===== src/rtl/mux_rr_arbiter.sv =====
// -----------------------------------------------------------------------------
// mux_rr_arbiter
//
// Round-robin arbiter sharing one WIDTH-wide 2:1 mux (param_mux) between two
// valid/ready requesters, A and B. The winning word is captured into a
// one-entry output register that the downstream consumer drains with a
// valid/ready handshake.
//
// Optional feature macro: MUX_ARB_STATS_EN
//   Defined   -> CNT_WIDTH parameter plus a_gnt_cnt / b_gnt_cnt saturating
//                accept counters are present.
//   Undefined -> counters, their ports and CNT_WIDTH are absent. Arbitration
//                is identical in both builds.
//
// Ports:
//   clk        in   1          rising-edge clock
//   rst_n      in   1          asynchronous active-low reset
//   a_valid    in   1          requester A has a word
//   a_data     in   WIDTH      requester A word
//   a_ready    out  1          A word accepted when a_valid && a_ready
//   b_valid    in   1          requester B has a word
//   b_data     in   WIDTH      requester B word
//   b_ready    out  1          B word accepted when b_valid && b_ready
//   out_valid  out  1          output register holds a word
//   out_data   out  WIDTH      registered selected word
//   out_src    out  1          source of out_data (0 = A, 1 = B)
//   out_ready  in   1          consumer takes the word when out_valid && out_ready
//   a_gnt_cnt  out  CNT_WIDTH  accepted-A count (MUX_ARB_STATS_EN only)
//   b_gnt_cnt  out  CNT_WIDTH  accepted-B count (MUX_ARB_STATS_EN only)
// -----------------------------------------------------------------------------

// param_mux: plain WIDTH-wide 2:1 multiplexer (i_sel=0 -> i_d0, 1 -> i_d1).
module param_mux #(
  parameter int WIDTH = 4
) (
  input  logic             i_sel,
  input  logic [WIDTH-1:0] i_d0,
  input  logic [WIDTH-1:0] i_d1,
  output logic [WIDTH-1:0] o_y
);

  // Select one of the two data words.
  always_comb begin
    o_y = {WIDTH{1'b0}};
    case (i_sel)
      1'b0:    o_y = i_d0;
      1'b1:    o_y = i_d1;
      default: o_y = {WIDTH{1'b0}};
    endcase
  end

endmodule

module mux_rr_arbiter #(
  parameter int WIDTH     = 4
`ifdef MUX_ARB_STATS_EN
  ,
  parameter int CNT_WIDTH = 8
`endif
) (
  input  logic                 clk,
  input  logic                 rst_n,
  input  logic                 a_valid,
  input  logic [WIDTH-1:0]     a_data,
  output logic                 a_ready,
  input  logic                 b_valid,
  input  logic [WIDTH-1:0]     b_data,
  output logic                 b_ready,
  output logic                 out_valid,
  output logic [WIDTH-1:0]     out_data,
  output logic                 out_src,
  input  logic                 out_ready
`ifdef MUX_ARB_STATS_EN
  ,
  output logic [CNT_WIDTH-1:0] a_gnt_cnt,
  output logic [CNT_WIDTH-1:0] b_gnt_cnt
`endif
);

  logic             r_out_valid;
  logic [WIDTH-1:0] r_out_data;
  logic             r_out_src;
  logic             r_last_gnt;   // 1 after reset so A wins the first contention

  logic             w_load_ok;
  logic             w_gnt_valid;
  logic             w_gnt;
  logic             w_a_ready;
  logic             w_b_ready;
  logic             w_accept;
  logic [WIDTH-1:0] w_mux_y;

  // The register can take a word if it is empty or is being drained this cycle.
  always_comb begin
    w_load_ok = (!r_out_valid) || out_ready;
  end

  // Grant decision: a lone requester wins; on contention the one not served last wins.
  always_comb begin
    w_gnt_valid = 1'b0;
    w_gnt       = 1'b0;
    case ({a_valid, b_valid})
      2'b10: begin
        w_gnt_valid = 1'b1;
        w_gnt       = 1'b0;
      end
      2'b01: begin
        w_gnt_valid = 1'b1;
        w_gnt       = 1'b1;
      end
      2'b11: begin
        w_gnt_valid = 1'b1;
        w_gnt       = ~r_last_gnt;
      end
      default: begin
        w_gnt_valid = 1'b0;
        w_gnt       = 1'b0;
      end
    endcase
  end

  // Ready generation; the grant is one-hot so both readys can never be high together.
  always_comb begin
    if (w_load_ok && w_gnt_valid) begin
      w_a_ready = (w_gnt == 1'b0) && a_valid;
      w_b_ready = (w_gnt == 1'b1) && b_valid;
    end else begin
      w_a_ready = 1'b0;
      w_b_ready = 1'b0;
    end
    w_accept = w_a_ready || w_b_ready;
  end

  // The shared mux is the only path into the output register; its select is the grant.
  param_mux #(
    .WIDTH (WIDTH)
  ) u_param_mux (
    .i_sel (w_gnt),
    .i_d0  (a_data),
    .i_d1  (b_data),
    .o_y   (w_mux_y)
  );

  // Output register and round-robin pointer; only accepted transfers move the pointer.
  // Requester data is captured only on accept, so X on an idle input stays out.
  always_ff @(posedge clk or negedge rst_n) begin
    if (!rst_n) begin
      r_out_valid <= 1'b0;
      r_out_data  <= {WIDTH{1'b0}};
      r_out_src   <= 1'b0;
      r_last_gnt  <= 1'b1;
    end else if (w_accept) begin
      r_out_valid <= 1'b1;
      r_out_data  <= w_mux_y;
      r_out_src   <= w_gnt;
      r_last_gnt  <= w_gnt;
    end else if (r_out_valid && out_ready) begin
      r_out_valid <= 1'b0;
    end else begin
      r_out_valid <= r_out_valid;
    end
  end

  assign a_ready   = w_a_ready;
  assign b_ready   = w_b_ready;
  assign out_valid = r_out_valid;
  assign out_data  = r_out_data;
  assign out_src   = r_out_src;

`ifdef MUX_ARB_STATS_EN
  localparam logic [CNT_WIDTH-1:0] CNT_MAX = {CNT_WIDTH{1'b1}};
  localparam logic [CNT_WIDTH-1:0] CNT_ONE = CNT_WIDTH'(1);

  logic [CNT_WIDTH-1:0] r_a_gnt_cnt;
  logic [CNT_WIDTH-1:0] r_b_gnt_cnt;

  // Saturating accept counters, one per requester.
  always_ff @(posedge clk or negedge rst_n) begin
    if (!rst_n) begin
      r_a_gnt_cnt <= {CNT_WIDTH{1'b0}};
      r_b_gnt_cnt <= {CNT_WIDTH{1'b0}};
    end else begin
      if (w_a_ready && (r_a_gnt_cnt != CNT_MAX)) begin
        r_a_gnt_cnt <= r_a_gnt_cnt + CNT_ONE;
      end
      if (w_b_ready && (r_b_gnt_cnt != CNT_MAX)) begin
        r_b_gnt_cnt <= r_b_gnt_cnt + CNT_ONE;
      end
    end
  end

  assign a_gnt_cnt = r_a_gnt_cnt;
  assign b_gnt_cnt = r_b_gnt_cnt;
`endif

endmodule


===== config.mk =====
export PLATFORM = sky130hd
export DESIGN_NAME = mux_rr_arbiter
export DESIGN_NICKNAME = d
export VERILOG_FILES = /design/src/rtl/mux_rr_arbiter.sv
export SDC_FILE = /design/constraint.sdc
export NUM_CORES = 1
export LEC_CHECK = 0
export ABC_AREA = 0
export ABC_CLOCK_PERIOD_IN_PS = 1600
export CAP_MARGIN = 20
export CORE_AREA = 5 5 42 44
export DETAILED_ROUTE_END_ITERATION = 8
export DIE_AREA = 0 0 47 49
export PLACE_DENSITY = 0.62
export SLEW_MARGIN = 20
export SYNTH_ARGS = -nofsm -noshare
export SYNTH_HDL_FRONTEND = slang
export SYNTH_HIERARCHICAL = 1
export SYNTH_SLANG_ARGS = --single-unit

===== constraint.sdc =====
create_clock -name clk -period 1.6 [get_ports clk]
set_input_delay 0.32 -clock clk [delete_from_list [all_inputs] [get_ports clk]]
set_output_delay 0.32 -clock clk [all_outputs]
set_load 0.1 [all_outputs]

# Word-level counts from Yosys, hierarchy flattened
# Cells that the tools add are included.
# op_classes
add_sub_neg	0
multipliers	0
div_mod_pow	0
order_cmp	0
eq_ne	3
shifts	0
mux	7
bitwise_logic	2
n_reduce_logical	9
# ops
op	count
4-bit one-hot mux with 2 select lines	1
1-bit 2-to-1 mux	5
2-bit equality test, second input constant	2
1-bit logical AND	4
3-bit OR reduction	1
2-bit by 1-bit equality test with 1-bit output, second input constant	1
1-bit logical OR	2
1-bit inverter	2
1-bit one-hot mux with 2 select lines	1
2-bit nonzero test	1
1-bit zero test	1
# totals
ff_bits	7
latchBits	0
ram_bits	0
mem_bits_ro	0
mem_count	0

# Longest topological paths before layout
# depth
depth_word	7
depth_mapped	3

# Modules after synthesis
# The synthesis kept the hierarchy.
# by_module_without_submodules
mod	n_inst	cells_each	area_each_um2	seq_area_each_um2
mux_rr_arbiter	1	23	320.3	176.4
param_mux	1	4	45.0	0.0

# Least setup slack after synthesis
# OpenSTA, ideal clock, no wires.
# synth_timing
path_type	flip-flop to output port
startpoint	reg r_out_valid (netlist: out_valid)
endpoint	out b_ready
arrival_ns	1.772
required_ns	1.280
slack_ns	-0.492
stages_incl_launch_ff	3
cell_sequence	dfrtp_1 -> nand2b_4 -> and2_1
# synth_via
elab_chain_cells	4
# synth_lines
item	line_no	rtl
start: declaration	80	logic r_out_valid;
start signal: assignment	160	r_out_valid <= r_out_valid;
1-bit zero test	95	w_load_ok = (!r_out_valid) || out_ready;
1-bit logical OR	95	
1-bit logical AND	124	if (w_load_ok && w_gnt_valid) begin
1-bit 2-to-1 mux	124	
end: declaration	68	output logic b_ready,
# No other way between the ends.

# Worst setup path in the final report
# layout_timing
startpoint	reg r_last_gnt
endpoint	out a_ready
# layout_via
elab_chain_cells	5
# layout_lines
item	line_no	rtl
start: declaration	83	logic r_last_gnt;
start signal: assignment	156	r_last_gnt <= w_gnt;
1-bit inverter	113	w_gnt = ~r_last_gnt;
1-bit one-hot mux with 2 select lines	102	case ({a_valid, b_valid})
1-bit inverter	125	w_a_ready = (w_gnt == 1'b0) && a_valid;
1-bit logical AND	125	
1-bit 2-to-1 mux	124	
end: declaration	65	output logic a_ready,
# No other way between the ends.

==> results.toml <==
[outcome]
status = "finished, violations left"
violations = "setup timing"

[timing]
fin_crit_ns = 1.61
fin_crit_sh = 1.01
setup_violations = 2
hold_violations = 0
skew_ns = 0.00398
worst_pin_slew_ns = 0.360
timing.hold.ws_ns = 0.347
slew_violations = 0
rsz0062_at_grt = "yes"
clock.fmax_mhz = 620
relSlewSlack = 0.759
fin_setup_tns_ns = -0.0191
fin_ws_ns = -0.0120

[floorplan]
die-area_mm2 = 0.00230
die_h_um = 49
die_x_um = 47
top_level_ports = 21
start_util = 0.261
core_mm2 = 0.00140
row_count = 14

[clocking]
cts-root-buf = "clkbuf_4"
clock_latency_ns = 0.25
cts_tree = "built"
cts_hold_buf = 0
htreeDepth = 1
numCtsBuffers = 3
path_clk_slew_ns = 0.05
cts_sinks = 7
clock_path_buffers = 2

[worst_setup_path]
crit_path_end_kind = "output pin"
crit_fanout = 4
crit_slowest_cell = "dfstp_2"
crit_chain = "nand2b_4 -> and3_4 -> buf_12"
crit_path_start_kind = "flop"
cp.arrival_ns = 1.29
crit_path_max_incr_delay_ns = 0.56
critPathKind = "flop to output pin"
worstPathRequired_ns = 1.28

[min_path]
hold_class = "input pin to async pin"

[routing]
drc = 0
via_count = 337
dr.pass1.iters = 4
post_drt_wl_per_cell_um = 13.5
drt-initial-drc-count = 2
postRouteAntennaNets = 0
avgViaCountPerCell = 4.62
routed_wl_um = 987

[synthesis]
synth_top_area_frac = 0.411
synth_most_common_cell = "dfrtp_1"
syn_inst = 27
synth_edf_count = 0
ys_seq_elements = 7
synth_compound_area_frac = 0.106
async_reset_ff_frac = 1.00
synth_cell_types = 14
synth_top_family_by_area = "multiplexers"
ys_seq_area_frac = 0.483
synthesis.nets = 40
synth.top_cells.by_count = "dfrtp_1, mux2_2, mux2_4"
synth_area_leaders = "dfrtp_1, mux2_4, mux2_2, dfstp_2, o21a_4"
synthSimpleGateAreaFrac = 0.123
synth_xor_area_frac = 0
synthMuxAreaShare = 0.288
syn_avg_cell_area_um2 = 13.5
ys.flop_type = "dfrtp_1"
synthAdderAreaFrac = 0
yosysTopAreaCell = "dfrtp_1"
ys_warn_count = 6
synth_area_um2 = 365

[power_and_ir_drop]
p_leak_nw = 0.339
total_power_mw = 0.897
irDropWorstVdd_mv = 0.714
power.density_mw_per_mm2 = 1190

[global_route]
grt_max_degree = 8
grt_pass1_vias = 418
grt_pass1_wl_um = 1670
grt_overflow = 0
grtUsageTotal = 0.106
grt_antenna_before_repair = 0

[layout]
drive_above_1_share = 0.579
num_antenna_cells = 0
finalNetCount = 71
fin_cells = 73
final_util = 0.537
syn_to_final_growth_pct = 106

[placement]
io_buffers = 20
gp_congestion = 0.734
dp.cells = 67

[run]
maxCapViolations = 0
-- registers in the layout (all words and copies together) (netlist names) --
| name | count |
|---|---|
| out_data | 4 |
| r_last_gnt | 1 |
| out_src | 1 |
| out_valid | 1 |
-- layout by cell type, fill, tap and decap left out, types with 2 or more instances in the layout --
| cell type | Yosys | final |
|---|---|---|
| dlygate4sd2_1 | 0 | 3 |
| buf_4 | 0 | 6 |
| clkbuf_4 | 0 | 3 |
| a21oi_1 | 2 | 2 |
| nor2_1 | 2 | 2 |
| clkdlybuf4s50_1 | 0 | 9 |
| buf_12 | 0 | 8 |
| mux2_4 | 4 | 4 |
| nand2b_4 | 1 | 2 |
| mux2_2 | 4 | 4 |
| dfrtp_1 | 6 | 5 |
-- worst max-delay path: cells and delay by family, from the launching register on --
kind                   cells  cell delay [ns]
flip-flops                 1             0.56
buffers and inverters      1             0.17
AND/OR/NAND/NOR            2             0.31
-- per-stage QoR --
stage / cell area [um2] / worst slack (ns)
2_1_floorplan: 372 / 0.0165
3_3_place_gp: 702 / -0.206
3_5_place_dp: 702 / -0.226
4_1_cts: 744 / -0.0168
5_1_grt: 752 / -0.0698
6_report: 752 / -0.0120
-- final timing paths --
| check | start | end | slack [ns] | depth (start not counted) |
|---|---|---|---|---|
| max in group asynchronous | rst_n | r_last_gnt | 0.95 | 1 |
| setup reg to reg | r_last_gnt | out_data[2] | 0.08 | 5 |
| hold reg to reg | r_last_gnt | r_last_gnt | 0.54 | 2 |
| hold / removal | rst_n | out_data[3] | 0.35 | 1 |
| setup / recovery | r_last_gnt | a_ready | -0.01 | 3 |
| min in group clk | a_valid | r_last_gnt | 0.52 | 3 |
-- where the power goes --
group / switching, mW / internal, mW / leakage [nW]
combinational: 0.277 / 0.211 / 0.246
clock: 0.0631 / 0.0951 / 0.0150
sequential: 0.0386 / 0.213 / 0.0780
total: 0.378 / 0.519 / 0.339
-- layout make-up --
| class | instances | area, um2 |
|---|---|---|
| Clock buffer | 4 | 26.3 |
| Sequential cell | 7 | 178 |
| Multi-Input combinational cell | 20 | 206 |
| Fill cell | 135 | 649 |
| Timing Repair Buffer | 26 | 322 |
| Tap cell | 16 | 20.0 |
-- per-layer routing --
metal  global-route usage  vias to the layer above  part of all wire
met2                0.140                       27              0.43
met4               0.0968                        0             0.039
li1                     -                      156                 -
met5                    0                        -                 0
met1                0.116                      150              0.38
met3               0.0554                        4              0.15
-- repair_timing --
item                       4_1_cts  5_1_grt
setup endpoints to repair        2        2
gates resized for setup          5        1
pin swaps                        2        0
gates cloned                     0        0
buffers inserted                 2        0
-- logic make-up after synthesis --
group	count (synthesis)
muxes	8
and+or+nand+nor	7
DFF	7
AOI/OAI and AO/OA	5
(Power assumes the default switching activity.)
